### config.mk
export PLATFORM = sky130hd
export DESIGN_NAME = seq_divider
export DESIGN_NICKNAME = d
export VERILOG_FILES = /design/src/rtl/seq_divider.sv
export SDC_FILE = /design/constraint.sdc
export NUM_CORES = 1
export LEC_CHECK = 0
export BUFFER_PORTS_ARGS = -buffer_cell sky130_fd_sc_hd__buf_4
export CELL_PAD_IN_SITES_DETAIL_PLACEMENT = 1
export CELL_PAD_IN_SITES_GLOBAL_PLACEMENT = 2
export CORE_UTILIZATION = 35
export CTS_BUF_LIST = sky130_fd_sc_hd__clkbuf_4
export DETAILED_ROUTE_END_ITERATION = 16
export GPL_TIMING_DRIVEN = 1
export PLACE_DENSITY_LB_ADDON = 0.1
export REMOVE_ABC_BUFFERS = 1
export SETUP_SLACK_MARGIN = 0.4
export SYNTH_ARGS = -nofsm -noshare
export SYNTH_HDL_FRONTEND = slang
export SYNTH_SLANG_ARGS = --single-unit
### constraint.sdc
create_clock -name clk -period 2.5 [get_ports clk]
set_input_delay 0.375 -clock clk [delete_from_list [all_inputs] [get_ports clk]]
set_output_delay 0.375 -clock clk [all_outputs]
set_load 0.03 [all_outputs]
### src/rtl/seq_divider.sv
`default_nettype none
// ============================================================================
// seq_divider - iterative radix-2 restoring unsigned divider, one quotient bit/clk
// Revision 1.0
// ============================================================================
module seq_divider #(
   parameter int WIDTH_N = 10,
   parameter int WIDTH_D = 6
) (
   input  logic               clk,
   input  logic               rst_n,
   input  logic               in_valid,
   output logic               in_ready,
   input  logic [WIDTH_N-1:0] dividend,
   input  logic [WIDTH_D-1:0] divisor,
   output logic               out_valid,
   input  logic               out_ready,
   output logic [WIDTH_N-1:0] quotient,
   output logic [WIDTH_D-1:0] remainder,
   output logic               div_by_zero
);

   localparam int CW = $clog2(WIDTH_N + 1);
   localparam logic [CW-1:0] c_count_init = CW'(WIDTH_N);
   localparam logic [CW-1:0] c_count_one  = CW'(1);

   typedef enum logic [1:0] {
      S_IDLE = 2'd0,
      S_BUSY = 2'd1,
      S_DONE = 2'd2
   } state_t;

   state_t r_state;
   state_t w_state_next;

   logic [WIDTH_N-1:0] r_shift;
   logic [WIDTH_D-1:0] r_pr;
   logic [WIDTH_D-1:0] r_divisor;
   logic [CW-1:0]      r_count;
   logic [WIDTH_N-1:0] r_quotient;
   logic [WIDTH_D-1:0] r_remainder;
   logic               r_dbz;

   logic               w_accept;
   logic               w_last;
   logic [WIDTH_D:0]   w_pr_shift;
   logic               w_ge;
   logic [WIDTH_D-1:0] w_pr_sub;
   logic [WIDTH_D-1:0] w_pr_next;
   logic [WIDTH_N-1:0] w_shift_next;

   // Trial value is WIDTH_D+1 bits; the stored remainder always fits WIDTH_D because it
   // stays below the divisor, so the subtraction only needs its low WIDTH_D bits.
   assign w_pr_shift   = {r_pr, r_shift[WIDTH_N-1]};
   assign w_ge         = (w_pr_shift >= {1'b0, r_divisor});
   assign w_pr_sub     = w_pr_shift[WIDTH_D-1:0] - r_divisor;
   assign w_pr_next    = w_ge ? w_pr_sub : w_pr_shift[WIDTH_D-1:0];
   assign w_shift_next = {r_shift[WIDTH_N-2:0], w_ge};

   always_ff @(posedge clk or negedge rst_n) begin
      if (!rst_n) begin
         r_state <= S_IDLE;
      end else begin
         r_state <= w_state_next;
      end
   end

   always_comb begin
      w_state_next = r_state;
      in_ready     = 1'b0;
      out_valid    = 1'b0;
      w_accept     = 1'b0;
      w_last       = 1'b0;
      case (r_state)
         S_IDLE: begin
            in_ready = 1'b1;
            if (in_valid) begin
               w_accept     = 1'b1;
               w_state_next = (divisor == '0) ? S_DONE : S_BUSY;
            end
         end
         S_BUSY: begin
            if (r_count == c_count_one) begin
               w_last       = 1'b1;
               w_state_next = S_DONE;
            end
         end
         S_DONE: begin
            out_valid = 1'b1;
            if (out_ready) begin
               w_state_next = S_IDLE;
            end
         end
         default: begin
            w_state_next = S_IDLE;
         end
      endcase
   end

   always_ff @(posedge clk or negedge rst_n) begin
      if (!rst_n) begin
         r_shift     <= '0;
         r_pr        <= '0;
         r_divisor   <= '0;
         r_count     <= '0;
         r_quotient  <= '0;
         r_remainder <= '0;
         r_dbz       <= 1'b0;
      end else if (w_accept) begin
         if (divisor == '0) begin
            r_quotient  <= '1;
            r_remainder <= dividend[WIDTH_D-1:0];
            r_dbz       <= 1'b1;
         end else begin
            r_shift   <= dividend;
            r_pr      <= '0;
            r_divisor <= divisor;
            r_count   <= c_count_init;
         end
      end else if (r_state == S_BUSY) begin
         r_shift <= w_shift_next;
         r_pr    <= w_pr_next;
         r_count <= r_count - c_count_one;
         if (w_last) begin
            r_quotient  <= w_shift_next;
            r_remainder <= w_pr_next;
            r_dbz       <= 1'b0;
         end
      end
   end

   assign quotient    = r_quotient;
   assign remainder   = r_remainder;
   assign div_by_zero = r_dbz;

endmodule
`default_nettype wire

### Word-level counts from Yosys, hierarchy flattened

Index checks and enable logic that the tools add are counted.

* bits in registers: 45
* bits in latches: 0
* memory bits (writable): 0
* memory bits (read-only): 0
* output and inout port bits: 19
* logic and storage cells: 61
* memories: 0

* $add $sub $neg: 2
* $mul: 0
* div/mod/pow operators: 0
* $lt $le $gt $ge: 1
* equal/unequal tests: 8
* shift operators: 0
* mux-type cells: 33
* bitwise gates (word level): 1
* reductions and logical operators: 8

Operators with widths (number)
* 10-bit two-way mux: 7
* 6-bit two-way mux: 8
* 4-bit two-way mux: 3
* 1-bit two-way mux: 10
* 2-bit two-way mux: 4
* 2-bit inequality test (second input constant): 4
* 7-bit by 6-bit greater-or-equal comparator with 1-bit output: 1
* 6-bit zero test: 1
* 2-bit case mux with 3 select lines: 1
* 3-bit AND reduction: 2
* 6-bit subtractor: 1
* 4-bit by 1-bit == test with 1-bit output (second input constant): 1
* 2-bit AND reduction: 2
* 2-bit nonzero test: 2
* 4-bit by 1-bit subtractor with 4-bit output (second input constant): 1
* 2-bit by 1-bit == test with 1-bit output (second input constant): 1
* 2-bit == test (second input constant): 1
* 2-bit zero test: 1
* 2-bit by 1-bit inequality test with 1-bit output (second input constant): 1
* 1-bit inverter: 1

### Logic depth before layout (Yosys ltp)

Gate-level depths: netlist (run 1).

* depth after elaboration: 6
* gate-level depth with buffers: 8
* depth with buffers taken out: 8

### Worst setup path after synthesis (run 1)

No wires, ideal clock.

* kind: reg2reg
* start: register r_pr[3]
* end: register r_remainder[0] (netlist: remainder[0])
* data arrival time: 2009 ps
* data required time: 2390 ps
* slack: 381 ps
* stages on the path, launching flop included: 7
* clock period less this slack: 2119 ps
* cells stage by stage: dfrtp_1 ha_1 a21o_1 a211oi_1 o21ai_1 and2_1 o41ai_1

* cells in the longest elaborated chain, start to end: 5

Ends and longest elaborated chain
* start: declaration: RTL line 37 `logic [WIDTH_D-1:0] r_pr;`
* start signal: assignment: RTL line 122 `r_pr <= w_pr_next;`
* 7-bit by 6-bit greater-or-equal comparator with 1-bit output: RTL line 55 `assign w_ge = (w_pr_shift >= {1'b0, r_divisor});`
* 6-bit two-way mux: RTL line 57 `assign w_pr_next = w_ge ? w_pr_sub : w_pr_shift[WIDTH_D-1:0];`
* 6-bit two-way mux: RTL line 124 `if (w_last) begin`
* 6-bit two-way mux: RTL line 120 `end else if (r_state == S_BUSY) begin`
* 6-bit two-way mux: RTL line 109 `end else if (w_accept) begin`
* end signal: assignment: RTL line 112 `r_remainder <= dividend[WIDTH_D-1:0];`
* end signal: assignment: RTL line 126 `r_remainder <= w_pr_next;`
* end: declaration: RTL line 41 `logic [WIDTH_D-1:0] r_remainder;`

Every way passes these cells. The select of a mux whose other input is x is not followed.
A chain may end at the register's enable or synchronous reset.

### Worst setup path after layout (run 1)

* start: register r_shift[9]
* end: register r_pr[2]

* cells in the longest elaborated chain, start to end: 4
* elaborated cells between the ends (all ways): 5

Ends and longest elaborated chain
* start: declaration: RTL line 36 `logic [WIDTH_N-1:0] r_shift;`
* start signal: assignment: RTL line 115 `r_shift <= dividend;`
* start signal: assignment: RTL line 121 `r_shift <= w_shift_next;`
* 6-bit subtractor or 7-bit by 6-bit greater-or-equal comparator with 1-bit output (tied branches): RTL line 56, 55
* 6-bit two-way mux *: RTL line 57
* 6-bit two-way mux *: RTL line 120
* 6-bit two-way mux *: RTL line 109

Every way passes the cells marked *; elsewhere a longest branch is shown, timed or not. The select of a mux whose other input is x is not followed.

==> results.tsv, run 1 <==
stage	metric	value	unit
status	outcome	finished clean	
clock_network	clk buf depth	2	
floorplanning	die area	7010	um^2
logic_synthesis	post-synthesis area per instance	9.06	um^2
global_routing	largest net degree at the start of global routing	46	
cells_and_area	final net count	334	
clock_network	H-tree depth	2	
placed_design	dpl hpwl	4390	um
power_and_ir_drop	Reg power frac	29.7	%
cells_and_area	number of diodes	0	
logic_synthesis	Seq cells post-synth	45	
timing	fmax	481	MHz
global_routing	grt total ovfl	0	
logic_synthesis	Warnings, synthesis	0	
clock_network	clock root cell	clkbuf_4	
power_and_ir_drop	maximum vdd ir drop	0.694	mV
placed_design	# placed instances	372	
timing	# setup viols final	0	
critical_path	Crit path arrival time	2.36	ns
drt	Detailed Route Iter0 Violations	116	
timing	Setup TNS	0	ns
timing	hold_ws	0.00459	ns
critical_path	WS Path Type	reg2reg	
floorplanning	die width	83.7	um
global_routing	first-pass GRT wire length	10400	um
global_routing	vias in the first global route	2051	
logic_synthesis	Cells after Synth	258	
run	number of max-cap violations	0	
logic_synthesis	number of distinct library cells after synthesis	40	
critical_path	element type at the critical path start	flip-flop	
logic_synthesis	async set-reset flop share out of synthesis	100	%
timing	final worst path period share	83.1	%
logic_synthesis	Synth Flop Type	dfrtp_1	
drt	DRC viols	0	
clock_network	clock sinks	45	
drt	WL/cell	15.8	um
global_routing	GRT Overall Usage	18.9	%
timing	Slew HR	61.4	%
floorplanning	Core Region	6390	um^2
timing	post-route minimum period	2.08	ns
placed_design	PortBufs	38	
cells_and_area	Layout Utilization	45.5	%
drt	via count	1988	
clock_network	clock-pin transition on the worst setup and hold timing paths	0.13	ns
timing	unrepaired setup endpoints after global routing	true	
cells_and_area	Multi-input gate area	1180	um^2
power_and_ir_drop	PD cells	1570	nW/um^2
clock_network	CTS tree	built	
placed_design	GP Congestion	0.754	
drt	DRT Wirelength	6050	um
power_and_ir_drop	sw frac	45.6	%
timing	Final Hold Violating Endpoints	0	
critical_path	Worst EP required	2.78	ns
logic_synthesis	sequential share of the synthesized area	48.2	%
cells_and_area	Layout area overhead	24.4	%
timing	Slew @ Worst Pin	0.579	ns
timing	Max Slew Vio Count	0	
power_and_ir_drop	Comb power frac	60.5	%
global_routing	initial antenna violation count	0	
clock_network	Clock Latency Late Sink	0.35	ns
clock_network	CTS buffer count	5	
floorplanning	Initial Util	36.6	%
floorplanning	num rows	29	
cells_and_area	Fill cells	765	
drt	Pre-antenna DRT Iters	4	
power_and_ir_drop	internal power	2490	uW
critical_path	crit-path max FO	2	
worst_hold_path	type of the tightest min-delay check	in2async	
power_and_ir_drop	LEAKAGE	0.00138	uW
power_and_ir_drop	Clock Power Share	9.8	%
cells_and_area	Reg area	1130	um^2
logic_synthesis	number of flops mapped to enable cells by yosys	0	
drt	vias per cell	5.20	
cells_and_area	share of cells above drive strength 1	25.2	%
cells_and_area	Finished Layout Cells	382	
power_and_ir_drop	P_sw	2090	uW
timing	Final Skew	0.0138	ns
drt	Antenna Violating Nets Remaining	0	
floorplanning	I/O pin cnt	39	
floorplanning	Die H	83.7	um
logic_synthesis	post-synthesis cell area	2340	um^2
critical_path	Crit. End Element	flip-flop	
flip-flops by register name, summed over array words and instances (netlist names):
signal,flops
remainder,6
r_pr,6
r_count,4
r_state,2
r_shift,10
quotient,10
r_divisor,6
div_by_zero,1
path summary, 6_finish.rpt:
kind                                     startpoint                       end  slack [ns]  cells past startpoint
hold reg to reg            r_divisor[4]$_DFFE_PN0P_  r_divisor[4]$_DFFE_PN0P_        0.49                      2
max in group asynchronous                     rst_n  remainder[0]$_DFFE_PN0P_        2.10                      1
min in group clk                         divisor[3]  r_divisor[3]$_DFFE_PN0P_        0.21                      3
hold / removal                                rst_n    r_shift[0]$_DFFE_PN0P_       0.005                      1
setup reg to reg             r_shift[9]$_DFFE_PN0P_       r_pr[2]$_DFFE_PN0P_        0.42                      8
setup / recovery             r_shift[9]$_DFFE_PN0P_       r_pr[2]$_DFFE_PN0P_        0.42                      8
power groups by stage:
stage / registers (uW) / logic (uW) / clock network [uW]
2_1_floorplan: 1550 / 1530 / 0
3_3_place_gp: 1370 / 2510 / 0
3_5_place_dp: 1380 / 2560 / 0
4_1_cts: 1360 / 2610 / 471
5_1_grt: 1410 / 3070 / 504
6_report: 1360 / 2760 / 450
cells in the final DEF, fill, tap and decap left out, drive strengths merged, types with 3 or more instances in the layout:
cell / instances
xnor2: 3
and2: 4
nor2b: 4
nand2: 58
clkbuf: 6
a21o: 4
o21ai: 13
inv: 11
ha: 9
nor2: 29
mux2i: 4
buf: 50
dfrtp: 45
o22a: 3
nand3: 6
mux2: 3
o31ai: 3
a21oi: 9
a31oi: 11
nand2b: 5
logic make-up after synthesis:
| kind of cell | share of synthesized area, % |
|---|---|
| mux | 3.64 |
| compound gates | 15.6 |
| simple gates | 21.0 |
| buf+inv | 3.96 |
| fa+ha+maj | 5.67 |
| flops | 48.2 |
| xor+xnor | 1.87 |
layout make-up:
class / instances / area share (%)
Tap cell: 77 / 3.31
Inverter: 11 / 1.42
Clock inverter: 2 / 1.16
Timing Repair Buffer: 50 / 13.0
Sequential cell: 45 / 38.7
Multi-Input combinational cell: 191 / 40.8
Clock buffer: 6 / 1.55
layer usage:
layer,share of wire (%),GRT usage [%],vias to the layer above
met5,0,0,-
met4,1.2,5.55,0
met3,2.5,2.87,7
met2,47,29.5,28
met1,49,27.2,975
li1,-,-,978
synth_stat cells (3+ instances only):
master     n  share of area (%)
o21ai_1    3               0.64
mux2_4     3                1.9
nand2_1   58                9.3
o21ai_0   10                2.1
o31ai_1    3               0.96
dfrtp_1   45                 48
a21oi_1    9                1.9
inv_1     11                1.8
xnor2_1    3                1.1
nand3_1    6                1.3
ha_1       9                4.8
nor2_1    29                4.7
nand2b_1   5                1.3
mux2i_1    4                1.7
clkbuf_1   8                1.3
a31oi_1   11                2.9
a21o_1     4                1.3
and2_1     3               0.80
o22a_1     3                1.1
nor2b_1    4                1.1
per-stage QoR:
| step | power, uW | setup slack (ns) | area [um^2] |
|---|---|---|---|
| 2_1_floorplan | 3070 | -0.709 | 2290 |
| 3_3_place_gp | 3880 | 0.121 | 2750 |
| 3_5_place_dp | 3940 | 0.0533 | 2750 |
| 4_1_cts | 4440 | 0.398 | 2840 |
| 5_1_grt | 4990 | 0.351 | 2910 |
| 6_report | 4570 | 0.422 | 2910 |
timing repair:
item,in CTS,in global routing
resized for setup,2,18
hold buffers,0,0
setup endpoints to repair,9,13
setup buffers,1,1
pin swaps,0,3
worst max-delay path, cell delays in order, from the launching register on:
cell and delay (ns):
dfrtp_1 0.40, inv_2 0.06, ha_2 0.19, fa_2 0.42
xor2_2 0.16, or2_2 0.27, o22a_1 0.18, a21o_1 0.20
o21ai_1 0.12
Note: power is estimated with default switching activity, not from simulation.
==> inputs of run 2 (changes only) <==
--- a/config.mk
+++ b/config.mk
@@ -8,7 +8,7 @@
 export BUFFER_PORTS_ARGS = -buffer_cell sky130_fd_sc_hd__buf_4
 export CELL_PAD_IN_SITES_DETAIL_PLACEMENT = 1
 export CELL_PAD_IN_SITES_GLOBAL_PLACEMENT = 2
-export CORE_UTILIZATION = 35
+export CORE_UTILIZATION = 32
 export CTS_BUF_LIST = sky130_fd_sc_hd__clkbuf_4
 export DETAILED_ROUTE_END_ITERATION = 16
 export GPL_TIMING_DRIVEN = 1
==> constraint.sdc (replaced) <==
create_clock -name clk -period 1.8 [get_ports clk]
set_input_delay 0.27 -clock clk [delete_from_list [all_inputs] [get_ports clk]]
set_output_delay 0.27 -clock clk [all_outputs]
set_load 0.03 [all_outputs]
==> results.tsv, run 2 (synthesized netlist as in run 1, its figures left out) <==
stage	metric	value	unit	change
critical_path	CP Launch Point	r_divisor[4]$_DFFE_PN0P_		
cells_and_area	Finished Layout Cells	451		+18%
global_routing	GR Util met3	2.65	%	-0.21 points
critical_path	crit-path max FO	4		+2
global_routing	GRT Overall Usage	19.9	%	+1.0 points
cells_and_area	design area	3800	um^2	+31%
power_and_ir_drop	maximum vdd ir drop	0.916	mV	+32%
timing	fmax	512	MHz	+6.3%
clock_network	H-tree depth	2		unchanged
global_routing	first-pass GRT wire length	11500	um	+10%
critical_path	CP Capture Point	remainder[1]$_DFFE_PN0P_		
critical_path	WS Path Type	reg2reg		
clock_network	clock sinks	45		unchanged
drt	Detailed Route Iter0 Violations	76		-34%
cells_and_area	Layout area overhead	62.6	%	
critical_path	R2R depth	8		unchanged
clock_network	Clock Latency Late Sink	0.37	ns	+0.02 ns
floorplanning	Initial Util	33.8	%	-2.8 points
critical_path	Worst EP required	2.12	ns	-0.66 ns
global_routing	vias in the first global route	2279		+11%
timing	setup ws final	-0.154	ns	-0.576 ns
drt	via count	2210		+11%
power_and_ir_drop	LEAKAGE	0.00177	uW	+28%
run	number of max-cap violations	0		unchanged
drt	WL/cell	17.6	um	+11%
global_routing	M1 GR Usage	27.9	%	+0.62 points
clock_network	CTS buffer count	5		unchanged
clock_network	CTS tree	built		
cells_and_area	final net count	384		+15%
placed_design	# placed instances	424		+14%
global_routing	Most Crowded Layer GR	met2		
clock_network	clock root cell	clkbuf_4		
floorplanning	Core Region	6910	um^2	+8.2%
placed_design	GP Congestion	0.771		+2.3%
timing	unrepaired setup endpoints after global routing	true		
cells_and_area	share of cells above drive strength 1	50.1	%	+25 points
floorplanning	die width	87.5	um	+4.5%
clock_network	clock-pin transition on the worst setup and hold timing paths	0.15	ns	+0.02 ns
floorplanning	die area	7650	um^2	+9.1%
drt	Pre-antenna DRT Iters	4		unchanged
timing	Final Hold Violating Endpoints	0		unchanged
floorplanning	I/O pin cnt	39		unchanged
clock_network	clk buf depth	2		unchanged
timing	Slew HR	60.5	%	-0.84 points
critical_path	RR Endpoint	remainder[1]$_DFFE_PN0P_		
critical_path	Crit path arrival time	2.28	ns	-0.08 ns
global_routing	grt total ovfl	0		unchanged
drt	DRC viols	0		unchanged
drt	DRT Wirelength	7930	um	+31%
status	outcome	finished, violations left		
drt	vias per cell	4.90		-5.8%
drt	Antenna Violating Nets Remaining	0		unchanged
timing	Setup TNS	-1.60	ns	-1.60 ns
placed_design	PortBufs	38		unchanged
floorplanning	Die H	87.5	um	+4.5%
timing	Final Skew	0.0175	ns	+0.00364 ns
timing	# setup viols final	14		+14
power_and_ir_drop	PD cells	2200	nW/um^2	+40%
floorplanning	num rows	30		+3.4%
worst_hold_path	type of the tightest min-delay check	in2reg		
timing	final worst path period share	109	%	+25 points
timing	Max Slew Vio Count	0		unchanged
global_routing	met2 GRT Util	32.6	%	+3.1 points
cells_and_area	most frequent cells in the layout	buf_4 (74), nand2_1 (44), dfrtp_1 (44)		
critical_path	FF-to-FF Start	r_divisor[4]$_DFFE_PN0P_		
timing	post-route minimum period	1.95	ns	-0.124 ns
critical_path	flop-to-flop setup slack	-0.15	ns	-0.58 ns
timing	Slew @ Worst Pin	0.592	ns	+0.0126 ns
cells_and_area	commonest non-fill, non-tap cell in the layout	buf_4		
placed_design	dpl hpwl	4880	um	+11%
placed_design	Placement Cell Area	3040	um^2	+11%
critical_path	Crit. End Element	flip-flop		
status	failing checks	negative setup slack		
global_routing	largest net degree at the start of global routing	46		unchanged
cells_and_area	number of diodes	0		unchanged
global_routing	initial antenna violation count	0		unchanged
critical_path	element type at the critical path start	flip-flop		
[run 2: cell count changes in the layout (fill, tap and decap cells not counted), moves of 4 or more]
cell,before,now
nor2_1,29,20
nand2_1,57,44
buf_4,49,74
nor2_4,0,9
nand3_2,1,6
buf_6,1,16
a21oi_1,7,3
a21oi_2,2,6
nand3_1,5,0
ha_4,0,5
nand2_2,1,10
[run 2: routing by layer]
layer	vias to the layer above	part of all wire (%)
met1	1096	47
met5	-	0
met2	31	51
li1	1079	-
met3	4	1.7
met4	0	0.69
[run 2: metrics by stage]
stage	worst slack, ns	utilization (%)	hold slack (ns)	power (uW)
floorplan	-1.41	-	-0.0256	4270
global placement	-0.392	44.1	0.327	6110
detailed placement	-0.425	44.1	0.322	6230
CTS	-0.175	49.5	0.113	7410
global route	-0.244	55.0	0.119	8960
finish	-0.154	55.0	0.125	8370
[run 2: worst min-delay path by stage]
stage | depth (start not counted) | start | slack (ns) | to
after global placement | 1 | rst_n | 0.33 | r_divisor[1]$_DFFE_PN0P_
after detailed placement | 1 | rst_n | 0.32 | r_pr[3]$_DFFE_PN0P_
after global routing | 3 | divisor[0] | 0.12 | r_divisor[0]$_DFFE_PN0P_
after floorplan | 0 | rst_n | -0.03 | div_by_zero$_DFFE_PN0P_
after CTS | 3 | divisor[0] | 0.11 | r_divisor[0]$_DFFE_PN0P_
final | 3 | divisor[0] | 0.13 | r_divisor[0]$_DFFE_PN0P_
[run 2: area by class of cell]
cell class	instances	area, um^2
clock inverters	3	16.3
well taps	96	120
multi-input cells	191	1540
fillers	784	3110
flip-flops and latches	45	1130
inverters	11	41.3
clock buffers	5	37.5
repair buffers	100	918
[run 2: worst max-delay path: stages (launching register included)]
cell and delay (ns):
dfrtp_1 0.42, inv_2 0.10, ha_4 0.22, a21o_1 0.19, a211oi_4 0.33, buf_6 0.16, o211ai_1 0.13, a21oi_1 0.22
o22a_1 0.15
[run 2: timing repair]
action,CTS,global route
endpoints found under the setup margin,47,47
buffers inserted,2,11
gates cloned,1,4
hold buffers,1,0
pin swaps,14,21
resized for setup,62,62
hold endpoints to repair,45,0
[run 2: power by group]
group	switching (uW)	leakage, uW	total, uW	internal, uW
combinational	2930	0.00122	5890	2960
sequential	456	0.000517	1970	1510
clock	358	0.0000307	508	150
